--- src/rtl/audio_sample_fifo_pkg.sv ---
// Shared types and constants for the audio sample FIFO and its consumers.
package audio_pkg;

  localparam int AUDIO_DATA_SIZE = 16;
  localparam int DROP_CNT_W      = 16;
  localparam logic [DROP_CNT_W-1:0] DROP_CNT_MAX = {DROP_CNT_W{1'b1}};

  typedef logic [AUDIO_DATA_SIZE-1:0] audio_sample_t;

  function automatic logic [DROP_CNT_W-1:0] sat_inc(input logic [DROP_CNT_W-1:0] cnt);
    return (cnt == DROP_CNT_MAX) ? cnt : cnt + 1'b1;
  endfunction

endpackage

--- src/rtl/audio_sample_fifo_if.sv ---
// Capture strobe, show-ahead pop port and status of the audio sample FIFO.
interface audio_sample_fifo_if
  import audio_pkg::*;
#(
  parameter int DATA_SIZE = AUDIO_DATA_SIZE,
  parameter int DEPTH     = 64
);
  localparam int LW = $clog2(DEPTH) + 1;

  logic [DATA_SIZE-1:0]  audio_data;
  logic                  ready;
  logic                  rd_en;
  logic                  overflow_clr;
  logic [DATA_SIZE-1:0]  rd_data;
  logic                  rd_valid;
  logic [LW-1:0]         level;
  logic                  almost_full;
  logic                  overflow;
  logic [DROP_CNT_W-1:0] dropped_count;

  modport master (
    output audio_data, ready, rd_en, overflow_clr,
    input  rd_data, rd_valid, level, almost_full, overflow, dropped_count
  );

  modport slave (
    input  audio_data, ready, rd_en, overflow_clr,
    output rd_data, rd_valid, level, almost_full, overflow, dropped_count
  );

endinterface

--- src/rtl/audio_fifo_ram.sv ---
// Simple dual-port sample store: synchronous write, asynchronous read.
module audio_fifo_ram #(
  parameter  int DATA_SIZE = 16,
  parameter  int DEPTH     = 64,
  localparam int AW        = $clog2(DEPTH)
) (
  input  logic                 clk,
  input  logic                 we,
  input  logic [AW-1:0]        waddr,
  input  logic [DATA_SIZE-1:0] wdata,
  input  logic [AW-1:0]        raddr,
  output logic [DATA_SIZE-1:0] rdata
);

  logic [DATA_SIZE-1:0] mem_q [DEPTH];

  // NOTE: storage has no reset; empty is decided by the pointers, so stale contents are never observed.
  always_ff @(posedge clk) begin
    if (we) mem_q[waddr] <= wdata;
  end

  assign rdata = mem_q[raddr];

endmodule

--- src/rtl/audio_sample_fifo.sv ---
// Show-ahead FIFO behind receiver_i2s with level, almost-full and drop-newest overflow tracking.
module audio_sample_fifo
  import audio_pkg::*;
#(
  parameter int DATA_SIZE   = AUDIO_DATA_SIZE,
  parameter int DEPTH       = 64,
  parameter int AFULL_LEVEL = 48
) (
  input  logic                clk,
  input  logic                rst,
  audio_sample_fifo_if.slave  bus
);

  localparam int AW = $clog2(DEPTH);
  localparam int PW = AW + 1;
  localparam logic [PW-1:0] AFULL_LVL = PW'(AFULL_LEVEL);

  logic [PW-1:0]         wptr_q, wptr_d;
  logic [PW-1:0]         rptr_q, rptr_d;
  logic [PW-1:0]         level_q, level_d;
  logic                  overflow_q, overflow_d;
  logic [DROP_CNT_W-1:0] drop_cnt_q, drop_cnt_d;

  logic                  empty, full, push, pop, drop;
  logic [DATA_SIZE-1:0]  ram_rdata;

  assign empty = (wptr_q == rptr_q);
  assign full  = (wptr_q[AW] != rptr_q[AW]) && (wptr_q[AW-1:0] == rptr_q[AW-1:0]);
  assign pop   = bus.rd_en & ~empty;
  // A pop in the same cycle frees the slot, so a full FIFO still accepts the sample.
  assign push  = bus.ready & (~full | pop);
  assign drop  = bus.ready & full & ~pop;

  // NOTE: every always_comb output gets a default first so no latch can be inferred.
  always_comb begin
    wptr_d     = wptr_q + PW'(push);
    rptr_d     = rptr_q + PW'(pop);
    level_d    = wptr_d - rptr_d;
    overflow_d = overflow_q;
    drop_cnt_d = drop_cnt_q;
    if (drop) begin
      overflow_d = 1'b1;
      drop_cnt_d = bus.overflow_clr ? DROP_CNT_W'(1) : sat_inc(drop_cnt_q);
    end else if (bus.overflow_clr) begin
      overflow_d = 1'b0;
      drop_cnt_d = '0;
    end
  end

  // NOTE: sequential state uses non-blocking assignments so all flops update from pre-edge values.
  always_ff @(posedge clk) begin
    if (rst) begin
      wptr_q     <= '0;
      rptr_q     <= '0;
      level_q    <= '0;
      overflow_q <= 1'b0;
      drop_cnt_q <= '0;
    end else begin
      wptr_q     <= wptr_d;
      rptr_q     <= rptr_d;
      level_q    <= level_d;
      overflow_q <= overflow_d;
      drop_cnt_q <= drop_cnt_d;
    end
  end

  audio_fifo_ram #(
    .DATA_SIZE (DATA_SIZE),
    .DEPTH     (DEPTH)
  ) u_ram (
    .clk   (clk),
    .we    (push),
    .waddr (wptr_q[AW-1:0]),
    .wdata (bus.audio_data),
    .raddr (rptr_q[AW-1:0]),
    .rdata (ram_rdata)
  );

  assign bus.rd_data       = empty ? '0 : ram_rdata;
  assign bus.rd_valid      = ~empty;
  assign bus.level         = level_q;
  assign bus.almost_full   = (level_q >= AFULL_LVL);
  assign bus.overflow      = overflow_q;
  assign bus.dropped_count = drop_cnt_q;

endmodule

--- src/flat_wrapper.sv ---
// flat-port wrapper written by rule: the top's interface ports become plain ports
module audio_sample_fifo_flat import audio_pkg::*;
#(
  parameter int DATA_SIZE   = AUDIO_DATA_SIZE,
  parameter int DEPTH       = 64,
  parameter int AFULL_LEVEL = 48
)
  (clk, rst, bus_audio_data, bus_ready, bus_rd_en, bus_overflow_clr, bus_rd_data, bus_rd_valid, bus_level, bus_almost_full, bus_overflow, bus_dropped_count);
  audio_sample_fifo_if #(.DATA_SIZE(DATA_SIZE), .DEPTH(DEPTH)) bus_i ();
  input  logic clk;
  input  logic rst;
  input wire logic [$bits(bus_i.audio_data)-1:0] bus_audio_data;
  input wire logic [$bits(bus_i.ready)-1:0] bus_ready;
  input wire logic [$bits(bus_i.rd_en)-1:0] bus_rd_en;
  input wire logic [$bits(bus_i.overflow_clr)-1:0] bus_overflow_clr;
  output wire logic [$bits(bus_i.rd_data)-1:0] bus_rd_data;
  output wire logic [$bits(bus_i.rd_valid)-1:0] bus_rd_valid;
  output wire logic [$bits(bus_i.level)-1:0] bus_level;
  output wire logic [$bits(bus_i.almost_full)-1:0] bus_almost_full;
  output wire logic [$bits(bus_i.overflow)-1:0] bus_overflow;
  output wire logic [$bits(bus_i.dropped_count)-1:0] bus_dropped_count;
  assign bus_i.audio_data = bus_audio_data;
  assign bus_i.ready = bus_ready;
  assign bus_i.rd_en = bus_rd_en;
  assign bus_i.overflow_clr = bus_overflow_clr;
  assign bus_rd_data = bus_i.rd_data;
  assign bus_rd_valid = bus_i.rd_valid;
  assign bus_level = bus_i.level;
  assign bus_almost_full = bus_i.almost_full;
  assign bus_overflow = bus_i.overflow;
  assign bus_dropped_count = bus_i.dropped_count;
  audio_sample_fifo #(.DATA_SIZE(DATA_SIZE), .DEPTH(DEPTH), .AFULL_LEVEL(AFULL_LEVEL)) u_core (.clk(clk), .rst(rst), .bus(bus_i));
endmodule
--- config.mk ---
export PLATFORM = sky130hd
export DESIGN_NAME = audio_sample_fifo_flat
export DESIGN_NICKNAME = d
export VERILOG_FILES = /design/src/rtl/audio_sample_fifo_pkg.sv /design/src/rtl/audio_sample_fifo_if.sv /design/src/rtl/audio_fifo_ram.sv /design/src/rtl/audio_sample_fifo.sv /design/src/flat_wrapper.sv
export SDC_FILE = /design/constraint.sdc
export NUM_CORES = 1
export LEC_CHECK = 0
export BUFFER_PORTS_ARGS = -buffer_cell sky130_fd_sc_hd__buf_2
export CAP_MARGIN = 20
export CORE_MARGIN = 3
export CORE_UTILIZATION = 43
export DETAILED_ROUTE_END_ITERATION = 6
export HOLD_SLACK_MARGIN = 0.06
export PLACE_DENSITY_LB_ADDON = 0.12
export SLEW_MARGIN = 20
export SYNTH_ARGS = -nofsm -noshare
export SYNTH_HDL_FRONTEND = slang
export SYNTH_SLANG_ARGS = --single-unit
--- constraint.sdc ---
create_clock -name clk -period 3.88 [get_ports clk]
set_clock_uncertainty 0.1 [all_clocks]
set_input_delay 0.582 -clock clk [delete_from_list [all_inputs] [get_ports clk]]
set_output_delay 0.582 -clock clk [all_outputs]
set_load 0.1 [all_outputs]
; Word level (Yosys, flattened, before mapping)
; Memory sizes are Yosys's and may differ from the RTL's. A register that Yosys moved wholly into a read port is not among the register bits.
; Index checks and enable logic that the tools add are counted.
[word_totals]
register_bits = 38
mem_bits_rw = 1024
inputBits = 21
elab_cells = 37
mem_count = 1
[classes]
addsub = 4
n_lt_le_gt_ge = 1
eq_ne = 5
mux = 10
n_bitwise = 8
n_reduce_logical = 3
[memory_table]
columns = memory, words, width, read_ports, rd_ports_with_merged_regs, wr, line
row1 = u_core.u_ram.mem_q, 64, 16, 1, 1, 1, audio_fifo_ram.sv:15  ; logic [DATA_SIZE-1:0] mem_q [DEPTH];
[ops]
columns = cell, n
row1 = $mux 16, 5
row2 = $add 16x1->16 const B, 1
row3 = $eq 16x16->1 const B, 1
row4 = $add 7x1->7, 2
row5 = $eq 7x7->1, 1
row6 = $ge 7x6->1 const B, 1
row7 = $sub 7x7->7, 1
row8 = $eq 6x6->1, 1
row9 = $mux 6, 1
row10 = $and 1x1->1, 4
row11 = $mux 1, 4
row12 = $not 1->1, 3
row13 = $ne 2x2->1 const B, 1
row14 = $reduce_and 2->1, 1
row15 = $reduce_bool 2->1, 1
row16 = $logic_and 1x1->1, 1
row17 = $ne 1x1->1, 1
row18 = $or 1x1->1, 1

; Longest topological paths before layout
; Gate-level depths: netlist of the first run.
[depth]
ltp_word = 7
mapped_depth = 16
mapped_depth_nobuf = 14

; By module
; Synthesis of the first run repeated with hierarchy kept, for this count alone.
[hier_totals]
cells_unflattened = 2072
area_unflattened_um2 = 41972.8
[modules_own_cells]
columns = module, instances, cells_per_inst, area_per_inst_um2, seq_area_each_um2
row1 = audio_fifo_ram, 1, 1813, 39721.8, 30749.5
row2 = audio_sample_fifo, 1, 259, 2250.9, 760.7

; Worst setup path before layout of the first run
; No wires, ideal clock.
[synth_timing]
path_kind = register to output
from = reg u_core.wptr_q[4]
to = out bus_rd_data[12]
t_arrival_ns = 4.538
required_time_ns = 3.198
path_slack_ns = -1.340
path_stages_with_launch = 9
path_buffers = 2
cell_sequence = dfxtp_1 > buf_2 > xnor2_2 > nand4_2 > or3_1 > clkbuf_1 > nand2_1 > a221o_1 > o31ai_1
[synth_between]
elab_chain_cells = 2
[synth_rtl]
columns = item, line
row1 = from (decl), audio_sample_fifo.sv:18  ; logic [PW-1:0] wptr_q, wptr_d;
row2 = from (signal assigned), audio_sample_fifo.sv:59  ; wptr_q <= wptr_d;
row3 = $eq 7x7->1, audio_sample_fifo.sv:27  ; assign empty = (wptr_q == rptr_q);
row4 = $mux 16, audio_sample_fifo.sv:79  ; assign bus.rd_data = empty ? '0 : ram_rdata;
row5 = to (decl), flat_wrapper.sv:16  ; output wire logic [$bits(bus_i.rd_data)-1:0] bus_rd_data;
; Every way passes these cells.

; Final worst setup path of the first run
[layout_timing]
from = reg u_core.rptr_q[0]
to = out bus_rd_data[13]
[layout_between]
elab_chain_cells = 2
[layout_rtl]
columns = item, line
row1 = from (decl), audio_sample_fifo.sv:19  ; logic [PW-1:0] rptr_q, rptr_d;
row2 = from (signal assigned), audio_sample_fifo.sv:60  ; rptr_q <= rptr_d;
row3 = $eq 7x7->1, audio_sample_fifo.sv:27
row4 = $mux 16, audio_sample_fifo.sv:79
; Every way passes these cells.

==> results of run 1 <==
## cells in the final DEF, fill, tap and decap left out, types with 14 or more instances in the layout
master / instances
nand3_1: 19
mux4_2: 230
clkbuf_16: 117
o22ai_1: 31
edfxtp_1: 1024
nor2_1: 109
o21ai_0: 14
buf_4: 131
a21oi_1: 39
dfxtp_1: 32
buf_12: 36
buf_2: 41
xnor2_1: 15
clkinv_2: 18
mux2i_1: 81
clkinv_1: 27
a22oi_1: 18
clkbuf_1: 23
nand2_1: 32
## metrics by stage
stage	setup WS, ns	hold slack [ns]	total power [mW]	std cells
after floorplan	0.0541	0.427	15.4	1990
after global placement	0.234	0.361	16.6	3342
after detailed placement	0.280	0.392	16.6	3342
after CTS	-0.0470	0.221	27.4	3570
after global routing	-0.0781	0.226	28.1	3579
final	0.0287	0.246	27.2	3579
## flip-flops by register name (all words and copies together), names as in the netlist
register	count
u_core.bus.level	7
u_core.rptr_q	7
u_core.u_ram.mem_q	1024
u_core.bus.dropped_count	16
u_core.bus.overflow	1
u_core.wptr_q	7
## worst max-delay path: stages (launching register included)
cell and delay [ns]:
dfxtp_4 0.39, buf_12 0.17, buf_16 0.19, buf_16 0.17, mux4_2 0.54, mux2i_4 0.19, a22o_1 0.22, nor4_1 0.06
buf_4 0.19, a21o_1 0.19, buf_12 0.17
## where the power goes
part	switching, mW	internal (mW)
logic	2.34	1.90
registers	0.0265	12.6
clock network	4.28	6.03
total	6.65	20.6
## final cells by class
cell class	instances	area [sq um]	area share (%)
flip-flops and latches	1062	31500	64.8
multi-input cells	811	9430	19.4
clock buffers	145	3020	6.20
repair buffers	242	2600	5.34
well taps	1254	1570	3.22
clock inverters	58	510	1.05
inverters	7	26.3	0.0540
## metal layers
layer  share of wire (%)  up-vias  GRT usage [%]
li1                    -     8791              -
met1                  42    11167           30.7
met2                  50      614           36.0
met3                 5.8      147           3.38
met4                 1.9        4           4.79
met5               0.022        -              0
## cells by family after synthesis
| logic type | synth area share (%) |
|---|---|
| AOI/OAI and AO/OA | 3.41 |
| xor gates and xnor gates | 0.551 |
| and+or+nand+nor | 2.78 |
| buffers and inverters | 1.29 |
| adders and majority gates | 0.414 |
| muxes | 14.9 |
| DFF | 76.6 |
## synthesized netlist by cell type, types with 10 or more instances
master,instances
edfxtp_1,1024
mux4_2,230
nor2_1,110
mux2i_1,91
clkbuf_1,55
a21oi_1,42
o22ai_1,40
dfxtp_1,38
nand2_1,33
buf_2,28
a22oi_1,22
o21ai_0,21
nand3_1,20
a22o_1,16
nor2b_1,15
xnor2_1,15
buf_1,13
buf_4,13
a211oi_1,12
ha_1,12
nor3_1,11
o221ai_1,11
a221oi_1,10
## worst paths after layout
kind / startpoint / endpoint / cells after the start
min: bus_audio_data[11] / u_core.u_ram.mem_q[47][11] / 1
min reg2reg: u_core.bus.overflow / u_core.bus.overflow / 2
max: u_core.rptr_q[0] / bus_rd_data[13] / 10
max reg2reg: u_core.rptr_q[0] / u_core.bus.level[5] / 15
## what timing repair did
item	in CTS	in global routing
pin swaps	4	5
buffers inserted	16	8
cloned	9	2
gates resized for setup	82	47
setup endpoints to repair	16	15
==> results.py, run 1 <==
metrics = {
    "timing": {
        "rsz0062_at_grt": "true",
        "clock.fmax_mhz": 260,
        "slew-limit-headroom_pct": 23.8,
        "fin_tns_setup_ns": 0,
        "period_share_pct": 99.3,
        "slew_violations": 0,
        "hold_viol_final": 0,
        "worstMarginPinSlew_ns": 1.14,
        "finalSetupViolations": 0,
        "fin_crit_ns": 3.85,
    },
    "setup_path": {
        "cp_data_arrival_time_ns": 3.17,
        "worstSetupPathType": "register to output port",
        "r2r_slack_ns": 0.26,
        "critPathCaptureType": "output port",
        "cp-start-kind": "register",
        "critPathRequiredTime_ns": 3.20,
        "cp_max_fo": 8,
    },
    "clock_tree": {
        "clk-insertion-delay-late_ns": 0.66,
        "clockRootBuffer": "clkbuf_16",
        "cts_tree": "done",
        "h-tree-depth": 3,
        "clock_sinks": 1062,
        "cts_hold_buffers": 0,
        "clock_path_buffers": 3,
        "clkSlewWorstSetupHoldPaths_ns": 0.06,
        "numCtsBuffers": 111,
    },
    "synthesis": {
        "synth_edf_count": 1024,
        "async_flop_share_pct": 0,
        "synth_area_per_cell_sq_um": 20.7,
        "synthCells": 1990,
        "ys_ff_latch": 1062,
        "ys_seq_area_share_pct": 76.6,
        "ys_top_cells_by_area": "edfxtp_1 75%, mux4_2 13%, mux2i_1 2.2%, dfxtp_1 1.9%, nor2_1 1.0%",
        "yosysTopAreaCellShare_pct": 74.8,
        "synth.distinct_cells": 53,
        "syn_nets": 2024,
        "synth_ff_type": "edfxtp_1",
        "yosysTopAreaCell": "edfxtp_1",
        "yosysWarnings": 0,
        "synth_area_sq_um": 41100,
    },
    "global_routing": {
        "grt_pass1_wl_um": 155000,
        "track_usage_pct": 21.8,
        "grt_pass1_vias": 21533,
        "grt_max_degree": 65,
        "grt_antenna_before_repair": 5,
        "gr-total-overflow": 0,
    },
    "final_layout": {
        "drive_above_1_share_pct": 30.4,
        "synthToLayoutAreaGrowth_pct": 18.4,
        "final_util_pct": 51.8,
        "nNetsFinal": 2269,
        "antennaDiodeCount": 0,
        "finish.instance_area_sq_um": 48700,
        "n_fill_cell": 7433,
    },
    "run_status": {
        "status": "completed",
    },
    "routing": {
        "drt_pass1_iterations": 5,
        "vias_per_cell": 5.79,
        "route.detailed.drc": 0,
        "num_vias": 20723,
        "drt_iter0_drc": 2042,
        "ant_nets": 0,
        "wl_per_cell_um": 29.7,
        "wirelength_um": 106000,
    },
    "placement": {
        "placed_area_sq_um": 44000,
        "port_buffers": 62,
        "hpwl_um": 62600,
        "place.gp.congestion": 0.808,
    },
    "power": {
        "ir_worst_vdd_uv": 429,
        "pwr_density_cell_nw_per_um2": 559,
        "leakagePower_nw": 15.3,
    },
    "floorplanning": {
        "dieWidth_um": 315,
        "io_pins": 63,
        "core_sq_um": 94000,
        "initial_core_util_pct": 43.7,
        "fp.dieArea_sq_um": 99400,
        "die_y_um": 315,
        "num_rows": 112,
    },
    "hold_path": {
        "hp-class": "input pin to register",
    },
    "job": {
        "max_cap_viol_count": 0,
    },
}
No activity file was read; power rests on OpenSTA's default activity.
==> run 2: changes to the inputs <==
--- a/config.mk
+++ b/config.mk
@@ -10,6 +10,7 @@
 export CORE_MARGIN = 3
 export CORE_UTILIZATION = 43
 export DETAILED_ROUTE_END_ITERATION = 6
+export GPL_TIMING_DRIVEN = 0
 export HOLD_SLACK_MARGIN = 0.06
 export PLACE_DENSITY_LB_ADDON = 0.12
 export SLEW_MARGIN = 20
==> run 2 against run 1 <==
Compared with the run above:
- the run now ends with negative setup slack left
- hold slack got worse by 0.042 ns
- via count up 3.0%
- cell area rose by 2.7%
- global-route usage rose by 2.0 points
- setup slack lost 0.060 ns
- register-to-register slack got worse by 0.18 ns
- die area is the same
- critical path depth grew 1
==> results.py, run 2 (synthesis results as in run 1) <==
metrics = {
    "final_layout": {
        "registers.top_by_ff_count": "u_core.u_ram.mem_q",
        "multi_input_area_sq_um": 10400,
        "final_common_cell": "edfxtp_1",
        "antennaDiodeCount": 0,
        "largest_reg_flops": 1024,
        "regArea_sq_um": 31500,
        "final_cell_mix": "1024 x edfxtp_1, 230 x mux4_2, 118 x clkbuf_16",
        "nNetsFinal": 2279,
        "synthToLayoutAreaGrowth_pct": 21.6,
        "drive_above_1_share_pct": 36.5,
        "final_util_pct": 53.2,
        "n_fill_cell": 7292,
    },
    "setup_path": {
        "r2r_slack_ns": 0.08,
        "worstSetupPathType": "register to output port",
        "critPathCaptureType": "output port",
        "timing.rr.end": "u_core.u_ram.mem_q[52][11]",
        "cp_data_arrival_time_ns": 3.23,
        "cp-start-kind": "register",
        "cp_max_fo": 7,
        "timing.rr.start": "u_core.rptr_q[5]",
        "reg2reg_depth": 8,
        "critPathRequiredTime_ns": 3.20,
    },
    "power": {
        "leakagePower_nw": 15.5,
        "pwr_density_cell_nw_per_um2": 557,
        "ir_worst_vdd_uv": 652,
        "power.total_mw": 27.9,
    },
    "run_status": {
        "violations": "negative setup slack",
        "status": "complete, but fails checks",
    },
    "placement": {
        "hpwl_um": 76400,
        "place.gp.congestion": 0.937,
        "port_buffers": 61,
    },
    "floorplanning": {
        "core_sq_um": 94000,
        "fp.dieArea_sq_um": 99400,
        "io_pins": 63,
        "num_rows": 112,
        "die_y_um": 315,
        "initial_core_util_pct": 43.7,
        "dieWidth_um": 315,
    },
    "timing": {
        "period_share_pct": 101,
        "hold_viol_final": 0,
        "slew-limit-headroom_pct": 36.4,
        "setup_slack_ns": -0.0313,
        "clock.fmax_mhz": 256,
        "rsz0062_at_grt": "true",
        "finalSetupViolations": 4,
        "slew_violations": 0,
        "fin_crit_ns": 3.91,
        "worstMarginPinSlew_ns": 0.946,
    },
    "clock_tree": {
        "clk-insertion-delay-late_ns": 0.68,
        "numCtsBuffers": 110,
        "clkSlewWorstSetupHoldPaths_ns": 0.06,
        "clock_sinks": 1062,
        "clockRootBuffer": "clkbuf_16",
        "h-tree-depth": 3,
        "cts_hold_buffers": 0,
        "clock_path_buffers": 3,
        "cts_tree": "done",
    },
    "job": {
        "max_cap_viol_count": 0,
    },
    "routing": {
        "drt_pass1_iterations": 5,
        "ant_nets": 0,
        "wl_per_cell_um": 32.6,
        "met2_length_um": 55700,
        "vias_per_cell": 5.94,
        "m1WireLength_um": 48600,
        "num_vias": 21338,
        "drt_iter0_drc": 2723,
        "highest_layer": "met4",
        "route.met3.wl_um": 9090,
        "route.detailed.drc": 0,
        "wirelength_um": 117000,
    },
    "hold_path": {
        "min_from": "rst",
        "holdPathEnd": "u_core.wptr_q[3]",
        "hp-class": "input pin to register",
        "hold_path_depth": 2,
    },
    "global_routing": {
        "track_usage_pct": 23.8,
        "gr-total-overflow": 0,
        "grt_antenna_before_repair": 0,
        "grt_max_degree": 65,
        "grt_pass1_wl_um": 165000,
        "grt_pass1_vias": 21648,
    },
}
run 2: where the power goes:
group	internal (mW)	total, mW	switching (mW)
registers	12.6	12.6	0.0226
logic	2.14	4.93	2.79
clock network	5.91	10.3	4.37
total	20.7	27.9	7.18
run 2: worst max-delay path by stage:
stage                                start                  end  slack, ns  cells past startpoint
final                     u_core.rptr_q[0]      bus_rd_data[15]      -0.03                     11
after global routing      u_core.rptr_q[0]      bus_rd_data[14]      -0.08                      9
after CTS                 u_core.rptr_q[0]       bus_rd_data[3]      -0.03                      9
after detailed placement  u_core.rptr_q[1]       bus_rd_data[8]      -0.87                      8
after global placement    u_core.rptr_q[1]      bus_rd_data[13]      -1.04                      8
after floorplan           u_core.rptr_q[1]  u_core.bus.level[5]       0.05                     16
run 2: worst max-delay path, stage by stage, from the launching register on:
cell	delay (ns)
dfxtp_2	0.35
buf_8	0.15
buf_12	0.18
buf_16	0.16
buf_16	0.16
buf_16	0.16
mux2i_1	0.21
o22ai_1	0.10
a211oi_2	0.37
a21oi_2	0.19
a22o_4	0.30
buf_12	0.18
run 2: cell type report:
class                   instances  area share (%)
plain buffers                 109            2.68
clock buffers                 136            5.83
clock inverters                67            1.14
inverters                       7          0.0526
multi-input cells             811            20.9
flip-flops and latches       1062            63.1
well taps                    1254            3.14
repair buffers                144            3.25
run 2: repair_timing:
action / in CTS / in global routing
gates cloned: 2 / 3
pin swaps: 24 / 23
resized for setup: 456 / 64
endpoints found under the setup margin: 72 / 18
buffers inserted: 18 / 10
run 2: through the flow:
| step | setup WS (ns) | std cells | hold slack [ns] | cell area [sq um] | TNS [ns] |
|---|---|---|---|---|---|
| global route | -0.0814 | 3590 | 0.220 | 50000 | -0.564 |
| global placement | -1.04 | 3305 | 0.358 | 43000 | -244.47 |
| finish | -0.0313 | 3590 | 0.203 | 50000 | -0.0587 |
| floorplan | 0.0541 | 1990 | 0.427 | 41100 | 0 |
| CTS | -0.0331 | 3577 | 0.166 | 49500 | -0.160 |
| detailed placement | -0.866 | 3355 | 0.366 | 44000 | -12.43 |
run 2: per-layer routing:
metal,vias up,global-route usage (%)
met3,183,4.38
met5,-,0
met2,924,37.4
met1,11417,33.8
met4,0,8.15
li1,8814,-
==> run 3: changes to the inputs <==
--- a/config.mk
+++ b/config.mk
@@ -8,11 +8,12 @@
 export BUFFER_PORTS_ARGS = -buffer_cell sky130_fd_sc_hd__buf_2
 export CAP_MARGIN = 20
 export CORE_MARGIN = 3
-export CORE_UTILIZATION = 43
+export CORE_UTILIZATION = 55
 export DETAILED_ROUTE_END_ITERATION = 6
 export GPL_TIMING_DRIVEN = 0
 export HOLD_SLACK_MARGIN = 0.06
 export PLACE_DENSITY_LB_ADDON = 0.12
+export SETUP_SLACK_MARGIN = 0.2
 export SLEW_MARGIN = 20
 export SYNTH_ARGS = -nofsm -noshare
 export SYNTH_HDL_FRONTEND = slang
==> run 3 against run 2 <==
Compared with the run above:
- the run now ends clean
- sequential power is essentially flat
- count of clock-buffer cells in the layout shrank 16
- register-to-register slack gained 0.22 ns
- first-iteration DRC count grew 12%
- highest routed layer is now met5
- largest cell class unchanged
==> results.py, run 3 (synthesis results as in run 1) <==
metrics = {
    "placement": {
        "hpwl_um": 71000,
        "port_buffers": 61,
        "placed_area_sq_um": 43600,
        "place.gp.congestion": 0.950,
    },
    "final_layout": {
        "final_cell_mix": "1024 x edfxtp_1, 230 x mux4_2, 111 x clkbuf_16",
        "finish.instance_area_sq_um": 50000,
        "synthToLayoutAreaGrowth_pct": 21.6,
        "drive_above_1_share_pct": 37.5,
        "final_common_cell": "edfxtp_1",
        "largest_reg_flops": 1024,
        "registers.top_by_ff_count": "u_core.u_ram.mem_q",
        "antennaDiodeCount": 0,
        "nNetsFinal": 2293,
    },
    "floorplanning": {
        "io_pins": 63,
        "core_sq_um": 73500,
        "die_y_um": 279,
        "initial_core_util_pct": 56.0,
        "fp.dieArea_sq_um": 78100,
        "dieWidth_um": 279,
        "num_rows": 99,
    },
    "clock_tree": {
        "clk-insertion-delay-late_ns": 0.65,
        "numCtsBuffers": 106,
        "h-tree-depth": 3,
        "clockRootBuffer": "clkbuf_16",
        "clock_sinks": 1062,
        "cts_hold_buffers": 0,
        "clkSlewWorstSetupHoldPaths_ns": 0.06,
        "cts_tree": "done",
        "clock_path_buffers": 3,
    },
    "routing": {
        "drt_pass1_iterations": 6,
        "num_vias": 21908,
        "drt_iter0_drc": 3055,
        "wl_per_cell_um": 33.5,
        "ant_nets": 0,
        "route.detailed.drc": 0,
        "wirelength_um": 111000,
        "vias_per_cell": 6.63,
    },
    "global_routing": {
        "grt_antenna_before_repair": 1,
        "grt_pass1_vias": 21724,
        "grt_pass1_wl_um": 158000,
        "track_usage_pct": 28.9,
        "grt_max_degree": 65,
        "gr-total-overflow": 0,
    },
    "power": {
        "leakagePower_nw": 15.7,
        "seqPwrFrac_pct": 45.1,
        "power_frac_comb_pct": 18.0,
        "p_switching_mw": 7.04,
        "p_clk_share_pct": 36.9,
        "pwr_density_cell_nw_per_um2": 561,
        "p_int_mw": 21.0,
        "ir_worst_vdd_uv": 538,
        "netSwitchingFraction_pct": 25.1,
    },
    "job": {
        "max_cap_viol_count": 0,
    },
    "timing": {
        "rsz0062_at_grt": "true",
        "fin_crit_ns": 3.88,
        "slew_violations": 0,
        "finalSetupViolations": 0,
        "slew-limit-headroom_pct": 31.1,
        "fin_hold_ws_ns": 0.242,
        "period_share_pct": 100,
        "hold_viol_final": 0,
        "clock.fmax_mhz": 258,
        "worstMarginPinSlew_ns": 1.03,
    },
    "hold_path": {
        "hp-class": "input pin to register",
    },
    "setup_path": {
        "critPathRequiredTime_ns": 3.20,
        "cp-start-kind": "register",
        "critPathCaptureType": "output port",
        "cp_data_arrival_time_ns": 3.20,
        "cp_max_fo": 10,
        "worstSetupPathType": "register to output port",
    },
    "run_status": {
        "status": "completed",
    },
}
[run 3: routing by layer]
layer	track usage, %	vias up	share of wire (%)
met4	10.9	2	4.2
met3	7.00	261	10
met5	0	-	0.031
li1	-	8836	-
met2	44.7	1223	47
met1	40.6	11586	38
[run 3: metrics by stage]
step	setup WS [ns]	cells	power, mW	utilization [%]	setup TNS (ns)
floorplan	0.235	1990	15.4	-	0
global placement	-0.835	3010	16.5	58.1	-139.22
detailed placement	-0.879	3066	16.6	59.4	-10.46
CTS	0.0296	3292	27.9	67.3	0
global route	-0.0420	3303	28.8	68.1	-0.156
finish	0.00163	3303	28.1	68.1	0
[run 3: final timing paths]
kind | start | end | cells after the start | slack [ns]
setup / recovery | u_core.rptr_q[0] | bus_rd_data[10] | 11 | 0.002
hold / removal | rst | u_core.wptr_q[4] | 2 | 0.24
setup reg to reg | u_core.rptr_q[0] | u_core.bus.level[5] | 14 | 0.30
hold reg to reg | u_core.bus.overflow | u_core.bus.overflow | 2 | 0.38
[run 3: final cells by class]
type | count | area [sq um]
Sequential cell | 1062 | 31500
Fill cell | 4506 | 23500
Multi-Input combinational cell | 811 | 10500
Clock buffer | 120 | 2760
Timing Repair Buffer | 161 | 1860
Buffer | 110 | 1370
Tap cell | 959 | 1200
Clock inverter | 73 | 758
Inverter | 7 | 26.3
[run 3: critical path, cell delays in order (launching register included)]
cell and delay, ns:
dfxtp_4 0.36, buf_8 0.14, buf_12 0.18, buf_16 0.17, buf_16 0.15, buf_12 0.12
mux2i_1 0.20, o22ai_2 0.13, a2111oi_4 0.44, a211oi_2 0.14, a31o_2 0.30, buf_6 0.20
[run 3: repair_timing]
item,4_1_cts,5_1_grt
endpoints found under the setup margin,67,281
resized for setup,474,86
setup buffers,29,10
cloned,4,1
pin swaps,35,30
[run 3: power by group through the flow]
stage	Sequential [mW]	Combinational [mW]	Clock [mW]
5_1_grt	12.6	5.23	10.9
2_1_floorplan	13.0	2.39	0
3_3_place_gp	12.9	3.66	0
6_report	12.6	5.05	10.3
4_1_cts	12.7	4.76	10.4
3_5_place_dp	12.9	3.71	0
